<file path="config.mk">
export PLATFORM = sky130hd
export DESIGN_NAME = operand_fetch_stage
export DESIGN_NICKNAME = d
export VERILOG_FILES = /design/src/rtl/operand_fetch_stage_pkg.sv /design/src/rtl/operand_fetch_stage_reg_file.sv /design/src/rtl/operand_fetch_stage.sv
export SDC_FILE = /design/constraint.sdc
export NUM_CORES = 1
export LEC_CHECK = 0
export ABC_AREA = 1
export BUFFER_PORTS_ARGS = -buffer_cell sky130_fd_sc_hd__buf_2
export CAP_MARGIN = 40
export CORE_MARGIN = 5
export CORE_UTILIZATION = 60
export DETAILED_ROUTE_END_ITERATION = 6
export GPL_ROUTABILITY_DRIVEN = 0
export PLACE_DENSITY = 0.8
export SYNTH_ARGS = -nofsm -noshare
export SYNTH_HDL_FRONTEND = slang
export SYNTH_SLANG_ARGS = --single-unit
</file>
<file path="constraint.sdc">
create_clock -name clk -period 4.6 [get_ports clk]
set_input_delay 0.46 -clock clk [delete_from_list [all_inputs] [get_ports clk]]
set_output_delay 0.46 -clock clk [all_outputs]
set_load 0.03 [all_outputs]
</file>
<file path="src/rtl/operand_fetch_stage_pkg.sv">
// Shared widths, register-index width and ALU opcode encodings for the operand fetch stage
// and the ALU it feeds.
package operand_fetch_stage_pkg;

   localparam int unsigned DWIDTH = 8;
   localparam int unsigned NREGS  = 8;
   localparam int unsigned REG_AW = $clog2(NREGS);

   typedef enum logic [2:0] {
      AluFwd   = 3'b000,
      AluAdd   = 3'b001,
      AluAnd   = 3'b010,
      AluOr    = 3'b011,
      AluMul   = 3'b100,
      AluShift = 3'b101
   } aluop_e;

   function automatic logic [DWIDTH-1:0] twos_neg(input logic [DWIDTH-1:0] v);
      return ~v + DWIDTH'(1);
   endfunction

endpackage

</file>
<file path="src/rtl/operand_fetch_stage_reg_file.sv">
// NREGS x DWIDTH general register file: two asynchronous read ports, one synchronous write
// port, asynchronous active-low clear.
module operand_fetch_stage_reg_file
   import operand_fetch_stage_pkg::*;
(
   input  logic              clk,
   input  logic              rst_n,
   input  logic [REG_AW-1:0] raddr1,
   output logic [DWIDTH-1:0] rdata1,
   input  logic [REG_AW-1:0] raddr2,
   output logic [DWIDTH-1:0] rdata2,
   input  logic              we,
   input  logic [REG_AW-1:0] waddr,
   input  logic [DWIDTH-1:0] wdata
);

   logic [DWIDTH-1:0] regs_q [NREGS];

   always_ff @(posedge clk or negedge rst_n) begin
      if (!rst_n) begin
         for (int i = 0; i < NREGS; i++) begin
            regs_q[i] <= '0;
         end
      end else if (we) begin
         regs_q[waddr] <= wdata;
      end
   end

   assign rdata1 = regs_q[raddr1];
   assign rdata2 = regs_q[raddr2];

endmodule

</file>
<file path="src/rtl/operand_fetch_stage.sv">
// Register-read / operand-prepare stage feeding the ALU through one valid/ready slot.
// Define OFS_BYPASS_EN to forward a same-edge register write into the captured operands.
module operand_fetch_stage
   import operand_fetch_stage_pkg::*;
(
   input  logic              clk,
   input  logic              rst_n,
   input  logic              in_valid,
   output logic              in_ready,
   input  logic [REG_AW-1:0] readreg1,
   input  logic [REG_AW-1:0] readreg2,
   input  logic [DWIDTH-1:0] immediate,
   input  logic              imm_sel,
   input  logic              sub_sel,
   input  logic [2:0]        aluop_in,
   input  logic              writeenable,
   input  logic [REG_AW-1:0] writereg,
   input  logic [DWIDTH-1:0] writedata,
   output logic              out_valid,
   input  logic              out_ready,
   output logic [DWIDTH-1:0] data1,
   output logic [DWIDTH-1:0] data2,
   output logic [2:0]        aluop
);

   typedef enum logic {StEmpty, StFull} slot_state_e;

   slot_state_e       state_q;
   logic [DWIDTH-1:0] data1_q, data2_q;
   logic [2:0]        aluop_q;

   logic [DWIDTH-1:0] rdata1, rdata2;
   logic [DWIDTH-1:0] op1, src_reg, src, op2;
   logic              accept;

   operand_fetch_stage_reg_file u_reg_file (
      .clk    (clk),
      .rst_n  (rst_n),
      .raddr1 (readreg1),
      .rdata1 (rdata1),
      .raddr2 (readreg2),
      .rdata2 (rdata2),
      .we     (writeenable),
      .waddr  (writereg),
      .wdata  (writedata)
   );

`ifdef OFS_BYPASS_EN
   assign op1     = (writeenable && (writereg == readreg1)) ? writedata : rdata1;
   assign src_reg = (writeenable && (writereg == readreg2)) ? writedata : rdata2;
`else
   assign op1     = rdata1;
   assign src_reg = rdata2;
`endif

   // Negation follows the bypass so a forwarded value is negated like an array value.
   assign src = imm_sel ? immediate : src_reg;
   assign op2 = sub_sel ? twos_neg(src) : src;

   assign out_valid = (state_q == StFull);
   assign in_ready  = !out_valid || out_ready;
   assign accept    = in_valid && in_ready;

   always_ff @(posedge clk or negedge rst_n) begin
      if (!rst_n) begin
         state_q <= StEmpty;
         data1_q <= '0;
         data2_q <= '0;
         aluop_q <= '0;
      end else begin
         unique case (state_q)
            StEmpty: begin
               if (accept) begin
                  state_q <= StFull;
                  data1_q <= op1;
                  data2_q <= op2;
                  aluop_q <= aluop_in;
               end
            end
            StFull: begin
               if (accept) begin
                  data1_q <= op1;
                  data2_q <= op2;
                  aluop_q <= aluop_in;
               end else if (out_ready) begin
                  state_q <= StEmpty;
               end
            end
            default: state_q <= StEmpty;
         endcase
      end
   end

   assign data1 = data1_q;
   assign data2 = data2_q;
   assign aluop = aluop_q;

endmodule

</file>
==> reports/qor.txt, run 1 <==
CLOCKING
---------------------------------------------------------------------------------------
Clock Pin Slew Worst Setup and Hold Paths                                       0.09 ns
Number of gates resized after cts                                                     0
Post-CTS setup buffer count                                                           0
TritonCTS clock tree                                                               done
Number of buffers between clock root and the deepest sink                             2
Cts-stage hold buffer count                                                           0
Total number of H-tree levels                                                         3
Later-pin clock latency in the skew report                                      0.36 ns
Root Buffer                                                                    clkbuf_8
Number of clock sinks                                                                84
Cts bufs inserted                                                                     9

WORST SETUP PATH
---------------------------------------------------------------------------------------
Data arrival time of the critical path                                          2.74 ns
Required time of the worst setup path                                           4.85 ns
CP top delay family                                                        buffers and inverters
Worst reg2reg path startpoint                                                 out_valid
Total buffers and inverters traversed by the critical path                            4
Most frequent cell on the critical path                                         nand2_1
Count of cells along the worst register-to-register path                              5
Category of the most critical setup path                                         in2reg
Worst setup SP type                                                        primary input
Category of the worst setup path capture point                                     flop
CP max stage cell                                                                 buf_2
Biggest cell delay along the critical path                                      0.64 ns
Worst path cell trace                                                      buf_2 -> inv_2 -> nand2_1 -> nand3_1 -> nand3_1 -> nand3_1 -> nand2_1 -> inv_2 -> ha_1 -> inv_1 -> nor2_1 -> nand2_1 -> nand2_1 -> nand2_1 -> nand2_1 -> nand3_1 -> nand2_1
First element of the critical path                                          readreg2[0]
Largest driver fanout on the critical path                                           50
Crit. path cell count                                                                17

LAYOUT
---------------------------------------------------------------------------------------
Number of nets at the end of the flow                                               705
Commonest non-fill, non-tap cell in the layout                                  nand2_1
Util after Layout                                                                 0.688
Layout Area Growth over Synthesis                                                 11.1%
Inserted Diodes                                                                       0
Commonest cells after routing, fill and taps aside                         nand2_1 (196), o21ai_0 (98), dfrtp_1 (84)
Proportion of layout cells with a drive suffix above 1                            0.122

PLACED DESIGN
---------------------------------------------------------------------------------------
Detailed placement HPWL                                                         8350 um
Port bufs                                                                            55

ROUTE
---------------------------------------------------------------------------------------
Via density per instance                                                           5.76
Total wirelength of the detailed-routed design                                 12300 um
Number of violations reported at the end of detailed-routing iteration 0            390
Drt first pass iters                                                                  7
Via Count                                                                          4456
Number of nets still failing antenna checks after routing                             0
Post-route DRC                                                                        0
Routed wire per std cell                                                        15.9 um

SYNTHESIS
---------------------------------------------------------------------------------------
Flops & latches, synth                                                               84
Average cell area after synthesis                                             7.15 um^2
Cell variety after synth                                                             24
Synth Net Count                                                                     671
Count of yosys warnings during synthesis                                              0
Fraction of the yosys area taken by sequential cells                              0.463
Proportion of netlist area held by the largest area contributor                   0.463
Post-Syn Instances                                                                  635
Cell area after technology mapping                                            4540 um^2
Cell type contributing the most total cell area after synthesis                 dfrtp_1
Top area cells in the synthesized netlist                                  dfrtp_1 (46%), nand2_1 (16%), o21ai_0 (11%)

HOLD PATH
---------------------------------------------------------------------------------------
Min-delay worst type                                                           in2async

GRT
---------------------------------------------------------------------------------------
Global routing met1 resource utilization                                          0.372
Met3 demand-to-capacity share in global routing                                  0.0511
Antenna violations before repair                                                      0
First-pass GRT wire length                                                     20900 um
Gr usage total                                                                    0.271
Met2 layer usage reported by global route                                         0.428
Global-route layer with the greatest usage                                         met2
Maximum number of pins on one net before global-route repair                         52
Gr ovfl total                                                                         0
Vias in the first global route                                                     4277

TIMING
---------------------------------------------------------------------------------------
Number of hold violations in the final report                                         0
Max Transition Viols Final                                                            0
Final worst path period need                                                    2.49 ns
Clock skew after layout                                                       0.0110 ns
Fmax                                                                            402 MHz
Least-Margin Pin Slew                                                          0.851 ns
Final count of negative-setup-slack endpoints                                         0
Slew headroom                                                                     0.433
Accumulated negative setup slack                                                   0 ns
Final cycle utilization of the critical path                                      0.541
Setup repair after global routing missed its margin                                  no

POWER
---------------------------------------------------------------------------------------
Power density relative to cell area                                         411 nW/um^2
Psw                                                                            0.701 mW
Highest ir drop seen on vdd                                                  0.000234 V
Overall power                                                                   2.07 mW
Leakage power total                                                             2.63 nW
Combinational cell fraction of total power                                        0.238
Part of the total power dissipated in the clock network                           0.299
Sequential share of power                                                         0.463
Proportion of total power due to net switching                                    0.338
Internal power                                                                  1.37 mW

DIE
---------------------------------------------------------------------------------------
Die X                                                                           97.0 um
Die ar.                                                                       9410 um^2
Number of placement rows                                                             31
Total core area                                                               7330 um^2
Chip height                                                                     97.0 um
I/O pin count                                                                        56
Initial standard-cell utilization of the core                                     0.620

JOB
---------------------------------------------------------------------------------------
Number of violations of the max-capacitance limit                                     0

RUN STATUS
---------------------------------------------------------------------------------------
Status                                                                     finished, final reports clean

through the flow:
step	setup slack [ns]	hold slack, ns	instances	instance area (um^2)
2_1_floorplan	2.80	0.164	635	4540
3_3_place_gp	1.92	0.457	756	4790
3_5_place_dp	1.82	0.460	757	4810
4_1_cts	2.19	0.0773	773	5040
5_1_grt	1.90	0.104	773	5040
6_report	2.11	0.0556	773	5040
state kept, by name, indices dropped and copies added, names as in the netlist:
signal,flops
data2,8
u_reg_file.regs_q,64
aluop,3
out_valid,1
data1,8
worst reg2reg max path: stages, from the launching register on:
cell and delay (ns):
dfrtp_1 0.38, nand2_1 0.10, nand2_1 0.43, inv_1 0.66
o211ai_1 0.30, nand2_1 0.11
routing by layer:
metal	wire (um)	share of wire
met3	1090	0.089
met1	5190	0.42
met2	5710	0.47
met5	0	0
met4	262	0.021
synthesized netlist by cell type, drive strengths merged:
cell type,count
a21oi,24
buf,12
clkbuf,22
dfrtp,84
ha,1
inv,74
nand2,198
nand3,66
nand3b,1
nor2,28
nor3,1
o211ai,16
o21ai,104
or2,3
xor2,1
worst paths after layout:
kind	slack [ns]	endpoint
setup / recovery	2.11	data2[6]
min in group clk	0.29	aluop[0]
hold / removal	0.06	u_reg_file.regs_q[11]
setup reg to reg	2.55	data1[4]
hold reg to reg	0.48	aluop[0]
max in group asynchronous	3.92	u_reg_file.regs_q[44]
cell type report:
cell class | instances | area [um^2]
clock buffers | 11 | 151
clock inverters | 5 | 82.6
fillers | 619 | 2290
inverters | 74 | 278
multi-input cells | 443 | 2000
flip-flops and latches | 84 | 2100
well taps | 99 | 124
repair buffers | 57 | 305
power groups by stage:
| stage | Clock (mW) | Combinational, mW | Sequential, mW |
|---|---|---|---|
| floorplan | 0 | 0.294 | 1.01 |
| global placement | 0 | 0.470 | 0.965 |
| detailed placement | 0 | 0.488 | 0.971 |
| CTS | 0.616 | 0.493 | 0.958 |
| global route | 0.653 | 0.562 | 0.979 |
| finish | 0.620 | 0.494 | 0.961 |
logic make-up (layout without fill, tap and decap cells):
kind of cell / Yosys count / after routing / synth area share
fa+ha+maj: 1 / 1 / 0.00275
buf+inv: 108 / 147 / 0.0964
simple gates: 297 / 297 / 0.267
flops: 84 / 84 / 0.463
compound gates: 144 / 144 / 0.169
xor+xnor: 1 / 1 / 0.00193
Note: power is estimated with default switching activity, not from simulation.
==> run 2, diff against run 1 <==
--- a/config.mk
+++ b/config.mk
@@ -9,10 +9,10 @@
 export BUFFER_PORTS_ARGS = -buffer_cell sky130_fd_sc_hd__buf_2
 export CAP_MARGIN = 40
 export CORE_MARGIN = 5
-export CORE_UTILIZATION = 60
+export CORE_UTILIZATION = 53
 export DETAILED_ROUTE_END_ITERATION = 6
 export GPL_ROUTABILITY_DRIVEN = 0
-export PLACE_DENSITY = 0.8
+export PLACE_DENSITY = 0.75
 export SYNTH_ARGS = -nofsm -noshare
 export SYNTH_HDL_FRONTEND = slang
 export SYNTH_SLANG_ARGS = --single-unit
==> constraint.sdc (replaced) <==
create_clock -name clk -period 2.2 [get_ports clk]
set_input_delay 0.22 -clock clk [delete_from_list [all_inputs] [get_ports clk]]
set_output_delay 0.22 -clock clk [all_outputs]
set_load 0.03 [all_outputs]
==> reports/qor.txt, run 2 (synthesized netlist as in run 1, its figures left out) <==
TIMING
---------------------------------------------------------------------------------------
Number of hold violations in the final report                                         0
Least-Margin Pin Slew                                                          0.621 ns
Accumulated negative setup slack                                                   0 ns
Max Transition Viols Final                                                            0
Setup repair after global routing missed its margin                                  no
Fmax                                                                            515 MHz
Clock skew after layout                                                       0.0137 ns
Slew headroom                                                                     0.585
Final count of negative-setup-slack endpoints                                         0
Hold slack final                                                              0.0505 ns
Final worst path period need                                                    1.94 ns
Final cycle utilization of the critical path                                      0.882

GRT
---------------------------------------------------------------------------------------
Vias in the first global route                                                     4025
First-pass GRT wire length                                                     20400 um
Gr ovfl total                                                                         0
Antenna violations before repair                                                      0
Maximum number of pins on one net before global-route repair                         51
Gr usage total                                                                    0.250

PLACED DESIGN
---------------------------------------------------------------------------------------
Placement Cell Area                                                           4880 um^2
Detailed placement HPWL                                                         8890 um
Total placed cells including tap cells                                              771
Port bufs                                                                            55

CLOCKING
---------------------------------------------------------------------------------------
Number of gates resized after cts                                                     0
Total number of H-tree levels                                                         3
TritonCTS clock tree                                                               done
Clock Pin Slew Worst Setup and Hold Paths                                       0.10 ns
Number of buffers between clock root and the deepest sink                             2
Cts-stage hold buffer count                                                           1
Root Buffer                                                                    clkbuf_8
Later-pin clock latency in the skew report                                      0.37 ns
Number of clock sinks                                                                84
Cts bufs inserted                                                                     9
Post-CTS setup buffer count                                                           0

WORST SETUP PATH
---------------------------------------------------------------------------------------
Worst setup SP type                                                                flop
Required time of the worst setup path                                           2.46 ns
Internal reg-to-reg setup slack                                                 0.26 ns
Count of cells along the worst register-to-register path                             14
Category of the worst setup path capture point                                     flop
Worst reg2reg path startpoint                                              u_reg_file.regs_q[24]
Biggest cell delay along the critical path                                      0.41 ns
CP top delay family                                                        simple AND/OR/NAND/NOR gates
Category of the most critical setup path                                        reg2reg
Terminus of the critical flop-to-flop path                                     data2[6]
Largest driver fanout on the critical path                                            3
Data arrival time of the critical path                                          2.20 ns
Worst path cell trace                                                      or2_2 -> nand3_1 -> nand3_1 -> nand3_1 -> nand2_1 -> inv_2 -> ha_1 -> inv_1 -> nor2_1 -> nand2_1 -> nand2_1 -> nand3b_1 -> nand3_1 -> nand2_1
Total buffers and inverters traversed by the critical path                            2
CP max stage cell                                                               dfrtp_1

ROUTE
---------------------------------------------------------------------------------------
Via density per instance                                                           5.56
Via Count                                                                          4383
Routed wire per std cell                                                        15.6 um
Post-route DRC                                                                        0
Number of nets still failing antenna checks after routing                             0
DR WL met2                                                                      5030 um
M1 WL                                                                           5680 um
Total wirelength of the detailed-routed design                                 12300 um
Uppermost signal routing layer after detailed routing                              met4
Number of violations reported at the end of detailed-routing iteration 0            400
Drt first pass iters                                                                  5
Met3 routed wirelength                                                          1110 um

LAYOUT
---------------------------------------------------------------------------------------
Number of standard cells in the final layout excluding fillers                      788
Layout Area Growth over Synthesis                                                 11.7%
Post-route design area                                                        5070 um^2
Number of nets at the end of the flow                                               714
Inserted Diodes                                                                       0
Commonest non-fill, non-tap cell in the layout                                  nand2_1
Commonest cells after routing, fill and taps aside                         nand2_1 (196), o21ai_0 (98), dfrtp_1 (84)
Flip-flop count of the largest register after layout                                 64
Proportion of layout cells with a drive suffix above 1                            0.132
Biggest register                                                           u_reg_file.regs_q

POWER
---------------------------------------------------------------------------------------
Power density relative to cell area                                         810 nW/um^2
Overall power                                                                   4.11 mW
Highest ir drop seen on vdd                                                  0.000367 V
Leakage power total                                                             2.64 nW

DIE
---------------------------------------------------------------------------------------
Number of placement rows                                                             33
Die X                                                                            103 um
Chip height                                                                      103 um
Die ar.                                                                      10500 um^2
I/O pin count                                                                        56
Initial standard-cell utilization of the core                                     0.547
Total core area                                                               8300 um^2

HOLD PATH
---------------------------------------------------------------------------------------
Hold Path Depth                                                                       3
Hold worst-path end                                                            aluop[1]
Min-delay worst type                                                             in2reg
Startpoint of the worst hold path                                           aluop_in[1]

JOB
---------------------------------------------------------------------------------------
Number of violations of the max-capacitance limit                                     0

RUN STATUS
---------------------------------------------------------------------------------------
Status                                                                     finished, final reports clean

==> run 2: changes by cell type in the layout (fill, tap and decap cells not counted), sizes merged <==
cell	change
buf	+8
bufinv	-2
clkbuf	-2
clkinv	+1
clkinvlp	+1
dlygate4sd3	+1
inv	+2
==> run 2: area by class of cell <==
cell class	instances	area (um^2)
Timing Repair Buffer	66	375
Inverter	74	278
Fill cell	747	3230
Clock inverter	7	58.8
Clock buffer	9	124
Tap cell	105	131
Sequential cell	84	2100
Multi-Input combinational cell	443	2000
==> run 2: metrics by stage <==
| stage | util | setup slack, ns |
|---|---|---|
| global route | 0.611 | 0.0561 |
| finish | 0.611 | 0.259 |
| floorplan | - | 0.535 |
| CTS | 0.611 | 0.279 |
| detailed placement | 0.588 | 0.198 |
| global placement | 0.588 | 0.265 |
==> run 2: worst reg2reg max path, delay by kind of cell, from the launching register on <==
| kind | cells | cell delay [ns] |
|---|---|---|
| AND/OR/NAND/NOR | 11 | 1.16 |
| buffers and inverters | 2 | 0.12 |
| adder cells (fa/ha/maj) | 1 | 0.15 |
| flip-flops | 1 | 0.41 |
==> run 2: worst max-delay path by stage <==
stage	startpoint	end	cells past startpoint
after floorplan	u_reg_file.regs_q[24]	data2[6]	14
after global placement	readreg2[0]	data2[7]	16
after detailed placement	readreg2[0]	data2[6]	16
after CTS	u_reg_file.regs_q[24]	data2[6]	14
after global routing	u_reg_file.regs_q[24]	data2[6]	15
final	u_reg_file.regs_q[24]	data2[6]	14
==> run 2: report_power, final <==
part | leakage [nW] | total, mW | switching (mW) | internal, mW
sequential | 1.05 | 2.02 | 0.197 | 1.83
combinational | 1.50 | 1.05 | 0.699 | 0.349
clock | 0.0921 | 1.03 | 0.607 | 0.427
==> run 2: metal layers <==
metal	global-route usage	vias up
li1	-	2130
met1	0.381	2014
met2	0.346	205
met3	0.0453	34
met4	0.112	0
met5	0	-
==> run 3, diff against run 2 <==
--- a/config.mk
+++ b/config.mk
@@ -5,14 +5,14 @@
 export SDC_FILE = /design/constraint.sdc
 export NUM_CORES = 1
 export LEC_CHECK = 0
-export ABC_AREA = 1
+export ABC_AREA = 0
 export BUFFER_PORTS_ARGS = -buffer_cell sky130_fd_sc_hd__buf_2
 export CAP_MARGIN = 40
 export CORE_MARGIN = 5
-export CORE_UTILIZATION = 53
+export CORE_UTILIZATION = 52
 export DETAILED_ROUTE_END_ITERATION = 6
 export GPL_ROUTABILITY_DRIVEN = 0
-export PLACE_DENSITY = 0.75
+export PLACE_DENSITY = 0.74
 export SYNTH_ARGS = -nofsm -noshare
 export SYNTH_HDL_FRONTEND = slang
 export SYNTH_SLANG_ARGS = --single-unit
==> reports/qor.txt, run 3 <==
JOB
---------------------------------------------------------------------------------------
Number of violations of the max-capacitance limit                                     0

SYNTHESIS
---------------------------------------------------------------------------------------
Cell variety after synth                                                             42
Count of yosys warnings during synthesis                                              0
Flops & latches, synth                                                               84
Top_reg_cell synth                                                              dfrtp_1
Most common library cells after synthesis                                  dfrtp_1 (84), mux2_2 (57), mux2i_1 (35)
Cell type contributing the most total cell area after synthesis                 dfrtp_1
Cell area after technology mapping                                            4420 um^2
Post-Syn Instances                                                                  343
Most instantiated library cell after synthesis                                  dfrtp_1
Proportion of netlist area held by the largest area contributor                   0.475
Async set or reset register ratio after synthesis                                  1.00
Synth Net Count                                                                     379
Count of flip-flops with a built-in enable after synthesis                            0
Top area cells in the synthesized netlist                                  dfrtp_1 (48%), mux2_2 (15%), mux4_2 (9.2%)
Fraction of the yosys area taken by sequential cells                              0.475
Average cell area after synthesis                                             12.9 um^2

POWER
---------------------------------------------------------------------------------------
Proportion of total power due to net switching                                    0.312
Power density relative to cell area                                         891 nW/um^2
Internal power                                                                  3.15 mW
Sequential share of power                                                         0.465
Part of the total power dissipated in the clock network                           0.273
Leakage power total                                                             2.32 nW
Overall power                                                                   4.57 mW
Psw                                                                             1.43 mW
Combinational cell fraction of total power                                        0.263
Highest ir drop seen on vdd                                                  0.000400 V

WORST SETUP PATH
---------------------------------------------------------------------------------------
Category of the most critical setup path                                        reg2reg
Worst setup SP type                                                                flop
Largest driver fanout on the critical path                                            3
Category of the worst setup path capture point                                     flop
Terminus of the critical flop-to-flop path                                     data2[6]
Required time of the worst setup path                                           2.43 ns
Worst reg2reg path startpoint                                              u_reg_file.regs_q[1]
Data arrival time of the critical path                                          2.17 ns
Internal reg-to-reg setup slack                                                 0.26 ns
Count of cells along the worst register-to-register path                              8

LAYOUT
---------------------------------------------------------------------------------------
Commonest non-fill, non-tap cell in the layout                                  dfrtp_1
Commonest cells after routing, fill and taps aside                         dfrtp_1 (84), mux2_2 (57), buf_2 (54)
Number of nets at the end of the flow                                               447
Biggest register                                                           u_reg_file.regs_q
Fillers                                                                             665
Flip-flop count of the largest register after layout                                 64
Inserted Diodes                                                                       0
Util after Layout                                                                 0.622
Layout Area Growth over Synthesis                                                 16.2%
Proportion of layout cells with a drive suffix above 1                            0.413

PLACED DESIGN
---------------------------------------------------------------------------------------
Port bufs                                                                            55
Setup WS pre-CTS                                                               0.126 ns
Detailed placement HPWL                                                         7460 um

GRT
---------------------------------------------------------------------------------------
Vias in the first global route                                                     3222
Antenna violations before repair                                                      0
Gr usage total                                                                    0.212
Gr ovfl total                                                                         0
Maximum number of pins on one net before global-route repair                         47
First-pass GRT wire length                                                     16600 um

TIMING
---------------------------------------------------------------------------------------
Clock skew after layout                                                       0.0100 ns
Setup slack after layout                                                       0.260 ns
Slew headroom                                                                     0.530
Fmax                                                                            516 MHz
Final worst path period need                                                    1.94 ns
Setup repair after global routing missed its margin                                  no
Least-Margin Pin Slew                                                          0.701 ns
Number of hold violations in the final report                                         0
Accumulated negative setup slack                                                   0 ns
Final cycle utilization of the critical path                                      0.882
Max Transition Viols Final                                                            0
Final count of negative-setup-slack endpoints                                         0

CLOCKING
---------------------------------------------------------------------------------------
Number of gates resized after cts                                                     0
Number of clock sinks                                                                84
Number of buffers between clock root and the deepest sink                             2
Later-pin clock latency in the skew report                                      0.35 ns
Clock Pin Slew Worst Setup and Hold Paths                                       0.09 ns
Cts bufs inserted                                                                     9
TritonCTS clock tree                                                               done
Total number of H-tree levels                                                         3
Root Buffer                                                                    clkbuf_8

ROUTE
---------------------------------------------------------------------------------------
Drt first pass iters                                                                  4
Via Count                                                                          3116
Routed wire per std cell                                                        20.1 um
Number of violations reported at the end of detailed-routing iteration 0            132
Post-route DRC                                                                        0
Via density per instance                                                           5.98
Total wirelength of the detailed-routed design                                 10500 um
Number of nets still failing antenna checks after routing                             0

HOLD PATH
---------------------------------------------------------------------------------------
Min-delay worst type                                                             in2reg
Hold worst-path end                                                            aluop[1]
Hold Path Depth                                                                       3
Startpoint of the worst hold path                                           aluop_in[1]

DIE
---------------------------------------------------------------------------------------
Chip height                                                                      102 um
Initial standard-cell utilization of the core                                     0.535
Number of placement rows                                                             33
Die X                                                                            102 um
Die ar.                                                                      10400 um^2
Total core area                                                               8260 um^2
I/O pin count                                                                        56

RUN STATUS
---------------------------------------------------------------------------------------
Status                                                                     finished, final reports clean

[run 3: area by class of cell]
type | count | area (um^2) | area share
tap | 105 | 131 | 0.0256
timing repair buffer | 77 | 470 | 0.0916
clock inverter | 6 | 87.6 | 0.0171
inverter | 2 | 7.51 | 0.00146
sequential | 84 | 2100 | 0.409
clock buffer | 10 | 138 | 0.0268
multi-input combinational | 237 | 2200 | 0.428
[run 3: logic make-up (layout without fill, tap and decap cells)]
kind of cell             after synthesis  in the layout  share of synthesized area
adder cells (fa/ha/maj)                1              1                    0.00283
flip-flops                            84             84                      0.475
buffers and inverters                 22             95                     0.0272
multiplexers                         119            119                      0.339
XOR/XNOR                               3              3                    0.00594
AO/OA/AOI/OAI                         45             45                     0.0682
AND/OR/NAND/NOR                       69             69                     0.0815
[run 3: per-stage QoR]
| stage | hold WS, ns | area, um^2 | instances |
|---|---|---|---|
| after CTS | 0.0389 | 5140 | 521 |
| final | 0.0514 | 5140 | 521 |
| after detailed placement | 0.224 | 4900 | 504 |
| after floorplan | -0.0756 | 4420 | 343 |
| after global routing | 0.0442 | 5140 | 521 |
| after global placement | 0.220 | 4900 | 504 |
[run 3: critical path: stages (launching register included)]
cell and delay [ns]:
dfrtp_1 0.41, mux2i_1 0.16, a22oi_1 0.11, a31oi_1 0.34, ha_1 0.26, nand2b_1 0.15
nor3_1 0.06, a221oi_1 0.22, o211ai_1 0.12
[run 3: power by group through the flow]
stage               clock [mW]  combinational (mW)  sequential (mW)
global placement             0                1.16             2.13
global route              1.32                1.31             2.17
floorplan                    0               0.715             2.23
CTS                       1.26                1.21             2.12
detailed placement           0                1.20             2.15
finish                    1.25                1.20             2.13
[run 3: what timing repair did]
action	CTS	global route
endpoints found under the setup margin	0	0
buffers inserted	0	0
hold endpoints to repair	38	0
hold buffers	1	0
[run 3: per-layer routing]
layer | track usage | up-vias | wire length, um
met5 | 0 | - | 0
met1 | 0.292 | 1567 | 4820
met2 | 0.328 | 101 | 4720
met4 | 0.0868 | 0 | 315
met3 | 0.0444 | 25 | 610
li1 | - | 1423 | -
[run 3: worst max path at each step]
stage / from / endpoint
5_1_grt: u_reg_file.regs_q[33] / data2[6]
6_report: u_reg_file.regs_q[1] / data2[6]
4_1_cts: u_reg_file.regs_q[32] / data2[6]
2_1_floorplan: readreg2[0] / data2[6]
3_3_place_gp: readreg2[0] / data2[5]
3_5_place_dp: readreg2[1] / data2[6]
